`config.mk`:
```
export PLATFORM = sky130hd
export DESIGN_NAME = hvac_zone_arbiter
export DESIGN_NICKNAME = d
export VERILOG_FILES = /design/src/rtl/hvac_zone_arbiter.sv
export SDC_FILE = /design/constraint.sdc
export NUM_CORES = 1
export LEC_CHECK = 0
export CORE_ASPECT_RATIO = 0.6
export CORE_MARGIN = 2
export CORE_UTILIZATION = 30
export DETAILED_ROUTE_END_ITERATION = 10
export PLACE_DENSITY = 0.5
export SKIP_LAST_GASP = 1
export SLEW_MARGIN = 20
export SYNTH_ARGS = -nofsm -noshare
export SYNTH_HDL_FRONTEND = slang
export SYNTH_SLANG_ARGS = --single-unit
```
`constraint.sdc`:
```
create_clock -name clk -period 3.65 [get_ports clk]
set_clock_uncertainty 0.1 [all_clocks]
set_input_delay 0.365 -clock clk [delete_from_list [all_inputs] [get_ports clk]]
set_output_delay 0.365 -clock clk [all_outputs]
set_load 0.03 [all_outputs]
```
`src/rtl/hvac_zone_arbiter.sv`:
```
// Round-robin compressor arbiter for NZONES cooling zones. Urgent requests win selection, and
// min/max run and rest times are enforced. Optional `URGENT_PREEMPT_EN lets urgent requests cut a run short.
module hvac_zone_arbiter #(
  parameter int unsigned NZONES = 4,
  parameter int unsigned MIN_ON = 8,
  parameter int unsigned MAX_ON = 32,
  parameter int unsigned REST   = 4
) (
  input  logic              clk,
  input  logic              reset,
  input  logic              tick,
  input  logic [NZONES-1:0] req,
  input  logic [NZONES-1:0] urgent,
  output logic [NZONES-1:0] grant,
  output logic [2:0]        grant_id,
  output logic              compressor_on,
  output logic              lockout
);

  localparam int unsigned IdxW = (NZONES > 1) ? $clog2(NZONES) : 1;
  localparam logic [7:0]  MinOn   = 8'(MIN_ON);
  localparam logic [7:0]  MaxOn   = 8'(MAX_ON);
  localparam logic [7:0]  RestCnt = 8'(REST);

  if (NZONES < 2 || NZONES > 8) begin : gen_bad_nzones
    $error("NZONES must be in 2..8");
  end
  if (MIN_ON < 1 || MIN_ON > 255 || MAX_ON < MIN_ON || MAX_ON > 255 || REST > 255) begin : gen_bad_t
    $error("timing parameters out of range");
  end

  typedef enum logic [1:0] {StIdle, StRun, StRest} state_e;

  state_e              state_q, state_d;
  logic [7:0]          on_cnt_q, on_cnt_d;
  logic [7:0]          rest_cnt_q, rest_cnt_d;
  logic [IdxW-1:0]     last_id_q, last_id_d;
  logic [NZONES-1:0]   grant_q, grant_d;
  logic [2:0]          grant_id_q, grant_id_d;
  logic                comp_q, comp_d;
  logic                lockout_q, lockout_d;

  // Round-robin winner search starting just after the last served zone.
  logic [NZONES-1:0]   cand;
  logic                win_found;
  logic [IdxW-1:0]     win_idx;

  always_comb begin
    int idx_i;
    cand      = ((req & urgent) != '0) ? (req & urgent) : req;
    win_found = 1'b0;
    win_idx   = '0;
    idx_i     = 0;
    for (int i = 1; i <= int'(NZONES); i++) begin
      idx_i = (int'(last_id_q) + i) % int'(NZONES);
      if (!win_found && cand[idx_i[IdxW-1:0]]) begin
        win_found = 1'b1;
        win_idx   = idx_i[IdxW-1:0];
      end
    end
  end

  // Release qualifiers are taken from the counter value after this cycle's tick.
  logic [7:0] on_nxt;
  logic [7:0] rest_nxt;
  logic       own_req;
  logic       other_req;
  logic       own_urg;
  logic       other_urg;
  logic       min_ok;
  logic       max_hit;
  logic       preempt;
  logic       release_run;

  always_comb begin
    on_nxt    = (tick && on_cnt_q != 8'hFF) ? on_cnt_q + 8'd1 : on_cnt_q;
    rest_nxt  = (tick && rest_cnt_q != 8'hFF) ? rest_cnt_q + 8'd1 : rest_cnt_q;
    own_req   = |(req & grant_q);
    other_req = |(req & ~grant_q);
    own_urg   = |(req & urgent & grant_q);
    other_urg = |(req & urgent & ~grant_q);
    min_ok    = (on_nxt >= MinOn);
    max_hit   = (on_nxt >= MaxOn);
`ifdef URGENT_PREEMPT_EN
    preempt   = min_ok && !own_urg && other_urg;
`else
    preempt   = 1'b0;
`endif
    release_run = (min_ok && !own_req) || (max_hit && other_req) || preempt;
  end

  always_comb begin
    state_d    = state_q;
    on_cnt_d   = on_cnt_q;
    rest_cnt_d = rest_cnt_q;
    last_id_d  = last_id_q;
    grant_d    = grant_q;
    grant_id_d = grant_id_q;
    comp_d     = comp_q;
    lockout_d  = lockout_q;
    unique case (state_q)
      StIdle: begin
        if (win_found) begin
          state_d           = StRun;
          on_cnt_d          = 8'd0;
          last_id_d         = win_idx;
          grant_d           = '0;
          grant_d[win_idx]  = 1'b1;
          grant_id_d        = 3'(win_idx);
          comp_d            = 1'b1;
        end
      end
      StRun: begin
        on_cnt_d = on_nxt;
        if (release_run) begin
          grant_d    = '0;
          grant_id_d = 3'd0;
          comp_d     = 1'b0;
          rest_cnt_d = 8'd0;
          if (REST == 0) begin
            state_d   = StIdle;
            lockout_d = 1'b0;
          end else begin
            state_d   = StRest;
            lockout_d = 1'b1;
          end
        end
      end
      StRest: begin
        rest_cnt_d = rest_nxt;
        if (rest_nxt >= RestCnt) begin
          state_d   = StIdle;
          lockout_d = 1'b0;
        end
      end
      default: begin
        state_d    = StIdle;
        grant_d    = '0;
        grant_id_d = 3'd0;
        comp_d     = 1'b0;
        lockout_d  = 1'b0;
      end
    endcase
  end

  always_ff @(posedge clk or posedge reset) begin
    if (reset) begin
      state_q    <= StIdle;
      on_cnt_q   <= 8'd0;
      rest_cnt_q <= 8'd0;
      last_id_q  <= IdxW'(NZONES - 1);
      grant_q    <= '0;
      grant_id_q <= 3'd0;
      comp_q     <= 1'b0;
      lockout_q  <= 1'b0;
    end else begin
      state_q    <= state_d;
      on_cnt_q   <= on_cnt_d;
      rest_cnt_q <= rest_cnt_d;
      last_id_q  <= last_id_d;
      grant_q    <= grant_d;
      grant_id_q <= grant_id_d;
      comp_q     <= comp_d;
      lockout_q  <= lockout_d;
    end
  end

  assign grant         = grant_q;
  assign grant_id      = grant_id_q;
  assign compressor_on = comp_q;
  assign lockout       = lockout_q;

endmodule

```
Yosys cells after proc, flatten, opt, wreduce, memory -nomap -nowiden

Index checks and enable logic that the tools add are counted.
Widths: inputs -> output; s select.

Multipliers: 0
Muxes and demuxes: 41
Bitwise gates (word level): 6
Equal/unequal tests: 7
Add/subtract/negate cells: 6
Order comparisons: 9
Divide/modulo/power cells: 0
Reduce and logical (&&, ||, !) cells: 25
Shift operators: 0

Operators by type and width:

| operator            | number |
|---|---|
| $mux 8              | 4 |
| $pmux 8 s2          | 2 |
| $add 8x1->8 const B | 2 |
| $ne 8x8->1 const B  | 2 |
| $lt 2x3->1 const B  | 5 |
| $mux 2              | 7 |
| $mux 1              | 13 |
| $and 4x4->4         | 3 |
| $mux 4              | 3 |
| $pmux 4 s3          | 1 |
| $pmux 3 s3          | 1 |
| $reduce_and 3->1    | 3 |
| $bmux 1 s2          | 4 |
| $ge 8x3->1 const B  | 1 |
| $ge 8x4->1 const B  | 1 |
| $ge 8x6->1 const B  | 1 |
| $logic_and 1x1->1   | 8 |
| $reduce_or 4->1     | 2 |
| $mux 3              | 2 |
| $ne 2x2->1 const B  | 3 |
| $pmux 1 s3          | 2 |
| $pmux 2 s3          | 1 |
| $reduce_and 2->1    | 3 |
| $add 2x1->2 const B | 2 |
| 12 further kinds    | 18 |

Memories kept: 0
Register bits: 29
Bits in writable memories: 0
Output and inout port bits: 9
ROM bits: 0
Word-level logic and storage cells: 102
Bits in latches: 0
Bits of input ports: 11

Depth between registers and ports, before layout

Gate-level depths: netlist (run 1).

Depth after elaboration: 21
Depth in mapped cells: 7

Worst setup path before layout (run 1)

No wires, ideal clock.

Path kind: reg2reg
From: reg on_cnt_q[0]
To: reg lockout_q, in the netlist lockout
Stages on the path, launching flop included: 8
Arrival: 1.851 ns
Library setup time: 0.118 ns
Data required time: 3.432 ns
Path slack: 1.581 ns
Cell sequence: dfrtp_1 ha_1 nand4_1 nor4b_4 xor2_2 a221oi_2 nor2_4 a21o_1

Longest elaborated chain between the ends: 8
Elaborated cells between the ends (all ways): 11
Classes of those cells: add/sub: 1; order compare: 2; eq/ne: 2; mux: 1; reduce/logical: 5

Ends and longest elaborated chain:

| what                                                | RTL line | source |
|---|---|---|
| start: declaration                                  | 35       | `logic [7:0] on_cnt_q, on_cnt_d;` |
| start signal: assignment                            | 158      | `on_cnt_q <= on_cnt_d;` |
| branches (longest 2 deep; another with $add 8x1->8) | --       |  |
| $mux 8 (*)                                          | 76       | `on_nxt = (tick && on_cnt_q != 8'hFF) ? on_cnt_q + 8'd1 : on_cnt_q;` |
| $ge 8x4->1 / $ge 8x6->1 (equally long branches)     | 82, 83   |  |
| $logic_and 1x1->1                                   | 89       | `release_run = (min_ok && !own_req) \|\| (max_hit && other_req) \|\| preempt;` |
| $logic_or 1x1->1 (*)                                | 89       |  |
| $ne 2x2->1 (no source line) (*)                     | --       |  |
| $reduce_and 3->1 (no source line) (*)               | --       |  |
| end signal: assignment                              | 164      | `lockout_q <= lockout_d;` |
| end: declaration                                    | 41       | `logic lockout_q, lockout_d;` |

Mark *: on every way between the ends.
A chain may end at the register's enable or synchronous reset.

Final worst setup path (run 1)

From: in tick
To: reg grant_id_q[0], in the netlist grant_id[0]

Longest elaborated chain between the ends: 7
Elaborated cells between the ends (all ways): 9
Classes of those cells: order compare: 2; eq/ne: 1; mux: 1; reduce/logical: 5

Ends and longest elaborated chain:

| what                                            | RTL line | source |
|---|---|---|
| start: declaration                              | 11       | `input logic tick,` |
| $logic_and 1x1->1 (*)                           | 76       |  |
| $mux 8 (*)                                      | 76       |  |
| $ge 8x4->1 / $ge 8x6->1 (equally long branches) | 82, 83   |  |
| $logic_and 1x1->1                               | 89       |  |
| $logic_or 1x1->1 (*)                            | 89       |  |
| $ne 2x2->1 (no source line) (*)                 | --       |  |
| $reduce_and 3->1 (no source line) (*)           | --       |  |
| end signal: assignment                          | 162      | `grant_id_q <= grant_id_d;` |
| end: declaration                                | 39       | `logic [2:0] grant_id_q, grant_id_d;` |

Every way passes the cells marked *; elsewhere a longest branch is shown, timed or not.

==> summary.txt, run 1 <==
Outcome
  – Status: completed

Min path
  – Hold Crit Class: in2async

Setup path
  – Crit path launch type: primary input
  – R2R Path Start: on_cnt_q[0]$_DFFE_PP0P_
  – Data arrival, critical path: 2.58 ns
  – Critical Path RT: 3.76 ns
  – Flop2flop setup slack: 1.28 ns
  – FF-to-FF path depth: 7
  – Critical Path Fanout Max: 10
  – CP endpoint kind: register
  – Reg2Reg Capture Point: grant_id[0]$_DFFE_PP0P_
  – CP Class: in2reg

Clocking
  – Total CTS buffers: 3
  – Hold buffer count at CTS: 0
  – Clock transition at path regs: 0.10 ns
  – CTS tree: yes
  – Clock sinks: 28
  – Max Buffers Root-to-Sink: 2
  – Post-cts sizing count: 0
  – Root Driver: clkbuf_8
  – H-tree depth: 1
  – Post-CTS Setup Inserts: 0
  – Worst skew pair latency: 0.27 ns

Placement
  – Port-buffer cells: 18
  – GP Congestion: 0.805
  – DPL Wire Length: 3.51 mm

STA
  – Final Hold Viols: 0
  – Min Tclk post-route: 2.47 ns
  – Worst-Margin Slew: 0.637 ns
  – Fin. max-slew vios: 0
  – Final setup viols: 0
  – Period utilisation layout: 67.6%
  – Max_slew headroom: 57.3%
  – Fmax: 405 MHz
  – Setup repair after global routing missed its margin: false
  – Final setup TNS: 0 ns

Synth
  – Synth area leaders: dfrtp_1 (33%), nand2_1 (7.4%), nor2_1 (4.7%), o21ai_1 (3.5%), a21oi_1 (3.3%)
  – Sequential fraction of the synthesis area: 35.5%
  – Syn Area/Cell: 8.65 sq um
  – Mapped Cells: 229
  – Synth warnings: 0
  – Number of flops mapped to enable cells by yosys: 0
  – Mapped Nets: 242
  – Top cells by count, synth: nand2_1 (39), dfrtp_1 (26), nor2_1 (25), o21ai_1 (14), a21oi_1 (13)
  – Main synth FF type: dfrtp_1
  – Post-synth ARST share: 100%
  – Share of the synthesized area in the top cell type: 32.8%
  – Synth area leader: dfrtp_1
  – Synthesized flop and latch total: 28
  – Synth cell types: 58
  – Mapped Area: 0.00198 sq mm
  – Dominant cell by count in the synthesized netlist: nand2_1

Global route
  – Gr usage total: 13.9%
  – Initial antenna violation count: 0
  – First-pass GRT wire length: 7.96 mm
  – Global route total overflow: 0
  – Pin count of the biggest net entering global routing: 29
  – Vias in the first global route: 1527

Pwr
  – VDD IR max: 0.265 mV
  – Cell Int Power: 0.000761 W
  – Logic pwr share: 47.4%
  – Power Density: 604 mW/mm^2
  – Clock share of power: 12.6%
  – Sw power: 0.000614 W
  – Total power: 0.00137 W
  – Switching Share: 44.7%
  – Leakage power: 0.914 nW
  – Share of power burned in registers: 40.0%

Routing
  – Routed via count: 1746
  – Final wirelength: 4.68 mm
  – 1st-iter DRT viols: 104
  – DR WL/cell: 14.2 um
  – First-pass DRT Iterations: 4
  – Vias per cell: 5.29
  – Drt drc: 0
  – Final ANT Viol Nets: 0

Cells and area
  – P&R area growth vs syn: 14.9%
  – FF+latch area: 703 sq um
  – Multi-input logic area: 0.00121 sq mm
  – Nets: 260
  – Proportion of layout cells with a drive suffix above 1: 12.2%
  – Filler cells: 628
  – # diodes: 0

Die
  – Row Count: 22
  – Core area: 0.00625 sq mm
  – I/O pin count: 20
  – Die area: 0.00729 sq mm
  – Starting density of the core: 31.7%
  – Die Wd: 109 um
  – Die Ht: 66.9 um

Job
  – Max-cap check violation count: 0
[registers in the layout (all words and copies together), names as in the netlist]
name	flops
compressor_on	1
lockout	1
last_id_q	2
state_q	2
on_cnt_q	8
grant_id	2
rest_cnt_q	8
grant	4
[layout make-up]
type                       count  area share [%]
timing repair buffer          19            8.25
clock buffer                   4            1.98
sequential                    28            30.9
tap                           84            4.62
multi-input combinational    188            53.1
inverter                       7            1.15
[worst max-delay path by stage]
stage	startpoint	end	slack, ns	depth (start not counted)
final	tick	grant_id[0]$_DFFE_PP0P_	1.18	7
after global routing	tick	grant_id[0]$_DFFE_PP0P_	1.05	7
after CTS	tick	grant_id[0]$_DFFE_PP0P_	1.19	7
after detailed placement	tick	grant_id[0]$_DFFE_PP0P_	0.88	7
after global placement	tick	grant_id[0]$_DFFE_PP0P_	0.95	7
after floorplan	on_cnt_q[0]$_DFFE_PP0P_	lockout$_DFFE_PP0P_	1.58	7
[cell families (layout without fill, tap and decap cells)]
group | after synthesis | after routing | synth area share [%]
simple gates | 106 | 106 | 27.8
compound gates | 73 | 73 | 28.4
flops | 28 | 28 | 35.5
buf+inv | 13 | 30 | 3.47
mux | 5 | 5 | 2.59
fa+ha+maj | 2 | 2 | 1.26
other cells | 1 | 1 | 0.189
xor+xnor | 1 | 1 | 0.821
[worst max-delay path: stages]
cell and delay, ns:
clkdlybuf4s50_1 0.70, nand4_2 0.23, nor4b_4 0.30, xor2_2 0.16
o41ai_4 0.47, and2_1 0.23, a22o_1 0.13
[routing by layer]
metal	track usage [%]	share of wire [%]
met4	1.44	0.17
met1	23.8	60
met3	3.23	3.3
met5	0	0
met2	16.8	37
[per-stage QoR]
| step | utilization, % | area, sq um | setup WS [ns] | std cells | hold WS, ns |
|---|---|---|---|---|---|
| detailed placement | 35.7 | 2230 | 0.881 | 326 | 0.366 |
| global placement | 35.7 | 2230 | 0.953 | 326 | 0.362 |
| finish | 36.4 | 2280 | 1.18 | 330 | 0.359 |
| global route | 36.4 | 2280 | 1.05 | 330 | 0.381 |
| floorplan | - | 1980 | 1.58 | 229 | 0.329 |
| CTS | 36.4 | 2280 | 1.19 | 330 | 0.370 |
[power by group through the flow]
stage                     logic [W]  clock network, W  registers, W
after floorplan            0.000434                 0      0.000572
after global placement     0.000656                 0      0.000559
after detailed placement   0.000650                 0      0.000554
after CTS                  0.000652          0.000185      0.000550
after global routing       0.000717          0.000195      0.000570
final                      0.000651          0.000174      0.000550
[placed cells by master, fill, tap and decap left out, types with 2 or more instances in the layout]
master and instances:
a21o_1 4, a21oi_1 13, a221oi_2 2, a22oi_1 4, a31oi_1 5, a32o_2 2
and2_1 3, and4_1 2, clkbuf_8 3, clkdlybuf4s50_1 18, dfrtp_1 26, dfstp_2 2
ha_1 2, inv_1 6, mux2i_1 4, nand2_1 39, nand2b_1 3, nand3_1 12
nand4_1 2, nor2_1 25, nor2b_1 4, nor3_1 3, nor3b_1 2, nor4_1 2
o21a_1 2, o21a_2 2, o21ai_0 6, o21ai_1 14, o21ai_2 3, o31ai_1 3
No activity file was read; power rests on OpenSTA's default activity.
==> run 2, diff against run 1 <==
PLACE_DENSITY = 0.52   (was 0.5)
clock period = 2 ns   (was 3.65 ns; I/O delays follow)
==> run 2 against run 1 <==
The run now ends with setup timing left. Global-route usage is 2.3 points higher. Hold slack lost 0.18 ns. Die area is the same. Clock power up 86%. Utilization is 9.0 points higher. Flip-flop and latch count did not move. Cell count grew 17%. Sequential power rose by 80%. Cell area grew 25%. Sequential share of layout area decreased by 6.0 points. Critical path type is now reg2reg. Critical endpoint unchanged. Highest routed layer unchanged.
==> summary.txt, run 2 (same netlist as run 1, synthesis figures left out) <==
Job
  – Max-cap check violation count: 0

Setup path
  – Critical-path cell list: ha_4, nand4_1, nor4b_4, xor2_2, o41ai_4, buf_4, and2_1, a22o_1
  – CP endpoint kind: register
  – FF-to-FF path depth: 8
  – Reg2Reg Capture Point: grant_id[0]$_DFFE_PP0P_
  – Critical Path Fanout Max: 6
  – CP Class: reg2reg
  – Setup crit end: grant_id[0]$_DFFE_PP0P_
  – Data arrival, critical path: 2.15 ns
  – Crit-path slowest cell: dfrtp_1
  – Crit path launch type: register
  – Peak per-stage delay on the critical path: 0.42 ns
  – R2R Path Start: on_cnt_q[0]$_DFFE_PP0P_
  – Critical Path RT: 2.06 ns
  – Crit path launch: on_cnt_q[0]$_DFFE_PP0P_
  – Flop2flop setup slack: -0.08 ns

Die
  – Die Ht: 66.9 um
  – Core area: 0.00625 sq mm
  – Die Wd: 109 um
  – Starting density of the core: 31.7%
  – I/O pin count: 20
  – Die area: 0.00729 sq mm
  – Row Count: 22

Cells and area
  – # diodes: 0
  – Non-Filler Instances: 386
  – Commonest cells after routing, fill and taps aside: buf_4 (56), nand2_1 (39), nor2_1 (24), dfrtp_1 (23), o21ai_1 (14)
  – Proportion of layout cells with a drive suffix above 1: 32.8%
  – Most common cell after layout, fill and taps aside: buf_4
  – Nets: 316
  – P&R area growth vs syn: 43.1%
  – Post-layout util: 45.4%

Global route
  – Global route total overflow: 0
  – Vias in the first global route: 1759
  – First-pass GRT wire length: 9.16 mm
  – Gr usage total: 16.2%
  – Pin count of the biggest net entering global routing: 29
  – Initial antenna violation count: 0

Min path
  – Hold Crit Class: in2async

Routing
  – Vias per cell: 5.15
  – Final wirelength: 5.46 mm
  – Final ANT Viol Nets: 0
  – First-pass DRT Iterations: 6
  – Routed via count: 1987
  – DR WL/cell: 14.2 um
  – 1st-iter DRT viols: 149
  – Drt drc: 0

Clocking
  – Hold buffer count at CTS: 0
  – CTS tree: yes
  – Max Buffers Root-to-Sink: 2
  – Root Driver: clkbuf_8
  – Worst skew pair latency: 0.28 ns
  – Total CTS buffers: 3
  – H-tree depth: 1
  – Clock sinks: 28
  – Clock transition at path regs: 0.11 ns

Placement
  – DPL Wire Length: 4.13 mm
  – Inst Count DP: 374
  – Port-buffer cells: 18
  – GP Congestion: 0.872

Outcome
  – Violated checks: setup timing
  – Status: finished with violations

Pwr
  – Leakage power: 1.23 nW
  – VDD IR max: 0.457 mV
  – Power Density: 1040 mW/mm^2

STA
  – Period utilisation layout: 104%
  – Final Hold Viols: 0
  – Setup repair after global routing missed its margin: true
  – Fin. max-slew vios: 0
  – Final worst setup slack: -0.0845 ns
  – Final setup viols: 4
  – Min Tclk post-route: 2.08 ns
  – Final setup TNS: -0.216 ns
  – Fmax: 480 MHz
-- run 2: changes by cell type in the layout (fill, tap and decap cells not counted), moves of 2 or more --
cell and change:
clkdlybuf4s50_1 -8, dlymetal6s2s_1 +6, buf_4 +55, a31oi_1 -3
dfrtp_2 +3, mux2i_1 -2, dfrtp_1 -3, a31oi_2 +2
-- run 2: per-stage QoR --
stage / hold slack [ns] / setup slack (ns) / area (sq um) / total power, W
2_1_floorplan: 0.164 / 0.00582 / 1980 / 0.00184
3_3_place_gp: 0.369 / -0.538 / 2590 / 0.00250
3_5_place_dp: 0.369 / -0.460 / 2590 / 0.00248
4_1_cts: 0.192 / -0.0875 / 2660 / 0.00283
5_1_grt: 0.207 / -0.178 / 2840 / 0.00317
6_report: 0.174 / -0.0845 / 2840 / 0.00295
-- run 2: timing repair --
item	CTS	global route
setup buffers	2	8
gates resized for setup	4	25
pin swaps	4	11
endpoints found under the setup margin	22	22
-- run 2: area by class of cell --
cell class / instances / area (sq um)
fill: 608 / 3410
multi-input combinational: 188 / 1330
sequential: 28 / 707
timing repair buffer: 75 / 626
tap: 84 / 105
clock buffer: 4 / 45.0
inverter: 7 / 26.3
-- run 2: critical path, delay by kind of cell, from the launching register on --
kind	cells	cell delay, ns
and+or+nand+nor	3	0.55
DFF	1	0.42
xor gates and xnor gates	1	0.28
AOI/OAI and AO/OA	2	0.26
adders and majority gates	1	0.19
buffers and inverters	1	0.17
-- run 2: where the power goes --
group	switching, W	total (W)	internal (W)
logic	0.000858	0.00164	0.000778
registers	0.000224	0.000989	0.000765
clock network	0.000181	0.000324	0.000143
total	0.00126	0.00295	0.00169
-- run 2: worst min-delay path by stage --
stage,from,endpoint,cells past startpoint
4_1_cts,reset,compressor_on$_DFFE_PP0P_,3
3_5_place_dp,grant_id[1]$_DFFE_PP0P_,grant_id[1]$_DFFE_PP0P_,1
2_1_floorplan,reset,compressor_on$_DFFE_PP0P_,1
6_report,reset,compressor_on$_DFFE_PP0P_,3
5_1_grt,reset,compressor_on$_DFFE_PP0P_,3
3_3_place_gp,compressor_on$_DFFE_PP0P_,compressor_on$_DFFE_PP0P_,2
-- run 2: per-layer routing --
metal / global-route usage, % / vias to the layer above / share of wire (%)
met3: 3.42 / 2 / 6.8
met4: 2.72 / 0 / 0.31
met5: 0 / - / 0
met1: 27.6 / 942 / 57
li1: - / 993 / -
met2: 19.6 / 50 / 36
==> run 3, diff against run 2 <==
==> constraint.sdc (replaced) <==
create_clock -name clk -period 2 [get_ports clk]
set_clock_uncertainty 0.1 [all_clocks]
set_input_delay 0.4 -clock clk [delete_from_list [all_inputs] [get_ports clk]]
set_output_delay 0.4 -clock clk [all_outputs]
set_load 0.03 [all_outputs]
==> run 3 against run 2 <==
The run still ends with setup timing left. Sequential share of layout area is 0.16 points lower. Via count decreased by 2.0%. Non-clock buffer count fell by 2. Fmax barely moved. Global-route usage increased by 0.69 points. Flip-flop and latch count unchanged. Setup slack improved by 0.00074 ns. Sequential power up 0.7%. Cell area increased by 0.49%. First-iteration DRC count shrank 14%. Routed wire length up 4.0%. Total power increased by 2.5%. Critical path type unchanged. Largest cell class unchanged.
==> summary.txt, run 3 (same netlist as run 1, synthesis figures left out) <==
Cells and area
  – Filler cells: 620
  – Nets: 314
  – Non-Filler Instances: 384
  – Proportion of layout cells with a drive suffix above 1: 35.0%
  – Multi-input logic area: 0.00136 sq mm
  – Commonest cells after routing, fill and taps aside: buf_4 (53), nand2_1 (35), nor2_1 (24), dfrtp_1 (24)
  – FF+latch area: 706 sq um
  – Most common cell after layout, fill and taps aside: buf_4
  – # diodes: 0
  – P&R area growth vs syn: 43.8%

Pwr
  – Leakage power: 1.22 nW
  – VDD IR max: 0.513 mV
  – Power Density: 1060 mW/mm^2

Setup path
  – Critical Path RT: 2.07 ns
  – Critical-path cell list: ha_4, nand4_1, nor4b_4, xor2_2, o41ai_4, buf_6, and2_4, a22o_1
  – Data arrival, critical path: 2.16 ns
  – R2R Path Start: on_cnt_q[1]$_DFFE_PP0P_
  – Flop2flop setup slack: -0.08 ns
  – FF-to-FF path depth: 8
  – Critical Path Fanout Max: 6
  – Reg2Reg Capture Point: grant_id[0]$_DFFE_PP0P_
  – Crit-path slowest cell: dfrtp_1
  – Setup crit end: grant_id[0]$_DFFE_PP0P_
  – CP Class: reg2reg
  – Crit path launch: on_cnt_q[1]$_DFFE_PP0P_
  – CP endpoint kind: register
  – Peak per-stage delay on the critical path: 0.42 ns
  – Crit path launch type: register

Job
  – Max-cap check violation count: 0

Routing
  – 1st-iter DRT viols: 128
  – Drt drc: 0
  – Final ANT Viol Nets: 0
  – DR WL/cell: 14.8 um
  – Routed via count: 1947
  – Final wirelength: 5.68 mm
  – First-pass DRT Iterations: 4
  – Vias per cell: 5.07

Global route
  – Global route total overflow: 0
  – Pin count of the biggest net entering global routing: 29
  – Gr usage total: 16.9%
  – First-pass GRT wire length: 9.45 mm
  – Initial antenna violation count: 0
  – Vias in the first global route: 1861

Clocking
  – CTS tree: yes
  – Root Driver: clkbuf_8
  – Total CTS buffers: 3
  – H-tree depth: 1
  – Max Buffers Root-to-Sink: 2
  – Clock transition at path regs: 0.10 ns
  – Clock sinks: 28
  – Worst skew pair latency: 0.27 ns

Die
  – Row Count: 22
  – I/O pin count: 20
  – Starting density of the core: 31.7%
  – Core area: 0.00625 sq mm
  – Die Ht: 66.9 um
  – Die Wd: 109 um
  – Die area: 0.00729 sq mm

STA
  – Min Tclk post-route: 2.08 ns
  – Setup repair after global routing missed its margin: true
  – Final worst setup slack: -0.0837 ns
  – Period utilisation layout: 104%
  – Final setup TNS: -0.380 ns
  – Final Hold Viols: 0
  – Fmax: 480 MHz
  – Fin. max-slew vios: 0
  – Final setup viols: 15

Placement
  – GP Congestion: 0.838
  – Inst Count DP: 374
  – DPL Wire Length: 4.25 mm
  – Port-buffer cells: 18

Outcome
  – Violated checks: setup timing
  – Status: finished with violations

Min path
  – Hold Crit Class: reg2reg
run 3: cell types whose count changed in the layout (fill, tap and decap cells not counted), moves of 2 or more:
cell,delta
buf_4,-3
clkdlybuf4s50_1,-2
dlygate4sd2_1,+6
dlymetal6s2s_1,-5
nand2_1,-4
nand2_2,+4
run 3: critical path: cells and delay by family, from the launching register on:
family | cells | cell delay (ns)
and+or+nand+nor | 3 | 0.52
adders and majority gates | 1 | 0.19
xor gates and xnor gates | 1 | 0.33
DFF | 1 | 0.42
AOI/OAI and AO/OA | 2 | 0.27
buffers and inverters | 1 | 0.15
run 3: power breakdown:
part           internal, W  switching [W]  total, W
clock network     0.000176       0.000175  0.000351
registers         0.000764       0.000232  0.000996
logic             0.000791       0.000884   0.00168
total              0.00173        0.00129   0.00302
run 3: per-layer routing:
layer / global-route usage (%) / vias up / part of all wire, %
met1: 26.9 / 913 / 57
met2: 23.1 / 39 / 39
li1: - / 993 / -
met4: 1.76 / 0 / 0.30
met3: 4.01 / 2 / 4.0
met5: 0 / - / 0
run 3: cell type report:
type	count	area share (%)
multi-input cells	188	47.8
flip-flops and latches	28	24.8
repair buffers	73	20.9
well taps	84	3.69
clock buffers	4	1.93
inverters	7	0.922
run 3: worst min path at each step:
stage	start	end	slack, ns	depth (start not counted)
floorplan	reset	compressor_on$_DFFE_PP0P_	0.36	1
global placement	compressor_on$_DFFE_PP0P_	compressor_on$_DFFE_PP0P_	0.36	2
detailed placement	lockout$_DFFE_PP0P_	lockout$_DFFE_PP0P_	0.37	1
CTS	lockout$_DFFE_PP0P_	lockout$_DFFE_PP0P_	0.39	1
global route	lockout$_DFFE_PP0P_	lockout$_DFFE_PP0P_	0.41	1
finish	lockout$_DFFE_PP0P_	lockout$_DFFE_PP0P_	0.38	1
run 3: metrics by stage:
stage          hold slack, ns  power [W]  setup slack, ns  area, sq um  utilization [%]
2_1_floorplan           0.358    0.00184          0.00582         1980                -
3_3_place_gp            0.362    0.00246           -0.598         2590             41.5
3_5_place_dp            0.370    0.00246           -0.615         2590             41.5
4_1_cts                 0.392    0.00296          -0.0473         2800             44.8
5_1_grt                 0.408    0.00323           -0.203         2850             45.6
6_report                0.382    0.00302          -0.0837         2850             45.6
run 3: repair_timing:
item / 4_1_cts / 5_1_grt
setup endpoints to repair: 28 / 22
gates resized for setup: 28 / 14
pin swaps: 9 / 6
buffers inserted: 7 / 0
hold buffers: 0 / 0
==> RTL edit: new RTL, flow settings as in run 3 <==
The option `URGENT_PREEMPT_EN` is turned on by a define.
--- a/src/rtl/hvac_zone_arbiter.sv
+++ b/src/rtl/hvac_zone_arbiter.sv
@@ -1,5 +1,7 @@
 // Round-robin compressor arbiter for NZONES cooling zones. Urgent requests win selection, and
 // min/max run and rest times are enforced. Optional `URGENT_PREEMPT_EN lets urgent requests cut a run short.
+`define URGENT_PREEMPT_EN
+
 module hvac_zone_arbiter #(
   parameter int unsigned NZONES = 4,
   parameter int unsigned MIN_ON = 8,
Behaviour: not the same (Yosys sat finds a counterexample within 10 cycles, from zero or initial values and one cycle with reset high).
==> RTL edit against run 3 <==
The run still ends with setup timing left. Core utilization fell by 2.1 points. Worst setup slack improved by 0.047 ns. Total power down 12%. Sequential share of layout area rose by 0.99 points. Sequential cell count did not move. Area after synthesis rose by 0.88%. Clock power is 5% higher. Final area decreased by 4.2%. Routed wire length grew 0.14%. Count of clock-buffer cells in the layout did not move. Global-route usage barely moved. Critical path type unchanged. Critical endpoint is now rest_cnt_q[2]. Highest routed layer unchanged.
==> RTL edit: results (changes against run 3) <==
| Metric | Value |
|---|---|
| Critical Path Fanout Max | `8 (was 6)` |
| Vias per cell | `5.21 (was 5.07)` |
| Pin count of the biggest net entering global routing | `21 (was 29)` |
| Final worst slack | `-0.0365 ns (was -0.0837 ns)` |
| WL/cell | `14.7 um (was 14.8 um)` |
| Main synth FF type | `dfrtp_1 (unchanged)` |
| First-pass GRT wire length | `9610 um (was 9450 um)` |
| Worst min-delay path class | `primary input to async pin (was flop to flop)` |
| Initial antenna violation count | `0 (unchanged)` |
| Leakage power | `1.18 nW (was 1.22 nW)` |
| Setup Viol. Count Final | `8 (was 15)` |
| Net Count, Synth | `253 (was 242)` |
| Total CTS buffers | `3 (unchanged)` |
| GPL Wtd Cong | `0.927 (was 0.838)` |
| Htree depth | `1 (unchanged)` |
| Synth top area cells | `dfrtp_1 (33%), nand2_1 (4.9%), nor2_1 (4.9%) (was dfrtp_1 (33%), nand2_1 (7.4%), nor2_1 (4.7%))` |
| Diode count | `0 (unchanged)` |
| Failing checks | `setup timing (unchanged)` |
| Worst r2r src | `on_cnt_q[0] (was on_cnt_q[1])` |
| Vias in the first global route | `1857 (was 1861)` |
| Clk buf depth | `2 (unchanged)` |
| Synth unique cells | `65 (was 58)` |
| CTS root buf | `clkbuf_8 (unchanged)` |
| Insertion delay of the later-clocked pin in the worst-skew pair | `0.28 ns` |
| Worst-path clk slew | `0.10 ns (about the same)` |
| Synth top cells by count | `dfrtp_1 (26), nand2_1 (26), nor2_1 (26), inv_1 (16), o21ai_0 (16) (was nand2_1 (39), dfrtp_1 (26), nor2_1 (25), o21ai_1 (14), a21oi_1 (13))` |
| Synthesis Warnings | `0 (unchanged)` |
| DPL Wire Length | `4270 um (was 4250 um)` |
| Sequential fraction of the synthesis area | `0.352 (was 0.355)` |
| Status | `complete, but fails checks (unchanged)` |
| Max VDD drop | `400 uV (was 513 uV)` |
| FF-to-FF End | `rest_cnt_q[2] (was grant_id[0])` |
| GRT Total Usage | `0.169 (about the same)` |
| Final #Nets | `316 (was 314)` |
| Worst Reg2Reg Path Length in Cells | `7 (was 8)` |
| Share of post-route cells with drive strength above 1 | `0.281 (was 0.350)` |
| WP data arrival | `2.11 ns (was 2.16 ns)` |
| Initial drt markers | `287 (was 128)` |
| DRC violations left | `0 (unchanged)` |
-- RTL edit: logic make-up (layout without fill, tap and decap cells) --
logic type / after synthesis / count (layout) / share of synthesized area
AO/OA/AOI/OAI: 71 / 71 / 0.266
flip-flops: 28 / 28 / 0.352
XOR/XNOR: 3 / 3 / 0.0132
multiplexers: 5 / 5 / 0.0263
other: 1 / 1 / 0.00188
adder cells (fa/ha/maj): 3 / 3 / 0.0175
buffers and inverters: 27 / 89 / 0.0651
AND/OR/NAND/NOR: 102 / 102 / 0.259
-- RTL edit: worst max-delay path by stage --
stage	from	endpoint	slack [ns]	cells past startpoint
3_3_place_gp	req[0]	on_cnt_q[7]	-0.50	8
6_report	on_cnt_q[0]	rest_cnt_q[2]	-0.04	7
2_1_floorplan	on_cnt_q[0]	grant[1]	0.02	7
4_1_cts	on_cnt_q[0]	rest_cnt_q[2]	-0.03	7
3_5_place_dp	tick	grant[1]	-0.48	7
5_1_grt	on_cnt_q[1]	rest_cnt_q[4]	-0.11	7
-- RTL edit: metal layers --
metal / routed length (um) / vias to the layer above / GRT usage / share of wire
met5: 0 / - / 0 / 0
met4: 23 / 0 / 0.0285 / 0.0040
met3: 255 / 2 / 0.0434 / 0.045
met2: 2330 / 42 / 0.228 / 0.41
met1: 3080 / 968 / 0.267 / 0.54
li1: - / 998 / - / -
-- RTL edit: what timing repair did --
item	CTS	global route
buffers inserted	0	2
setup endpoints to repair	24	20
endpoints found under the hold margin	0	0
pin swaps	8	8
resized for setup	17	10
-- RTL edit: power breakdown --
group          total, W  leakage, nW  internal [W]  switching [W]
logic           0.00137        0.783      0.000609       0.000762
clock network  0.000369       0.0288      0.000177       0.000193
registers      0.000905        0.366      0.000730       0.000174
total           0.00264         1.18       0.00152        0.00113
-- RTL edit: worst max-delay path, cell delays in order, from the launching register on --
cell and delay [ns]:
dfrtp_1 0.43, buf_4 0.17, nand4_4 0.12, o21ba_4 0.17, a32o_2 0.27, a32o_4 0.33
o21ai_4 0.24, o21ai_1 0.10
-- RTL edit: layout make-up --
class	count	area [um^2]
Clock buffer	4	55.1
Fill cell	633	3550
Inverter	17	63.8
Multi-Input combinational cell	185	1240
Sequential cell	28	703
Tap cell	84	105
Timing Repair Buffer	68	559
-- RTL edit: per-stage QoR --
step / instances / setup TNS [ns] / setup slack, ns / hold slack (ns) / area (um^2)
global route: 386 / -1.21 / -0.114 / 0.313 / 2730
finish: 386 / -0.118 / -0.0365 / 0.280 / 2730
CTS: 384 / -0.145 / -0.0322 / 0.287 / 2680
floorplan: 240 / 0 / 0.0229 / 0.344 / 2000
global placement: 380 / -11.80 / -0.504 / 0.377 / 2590
detailed placement: 380 / -10.85 / -0.479 / 0.381 / 2590
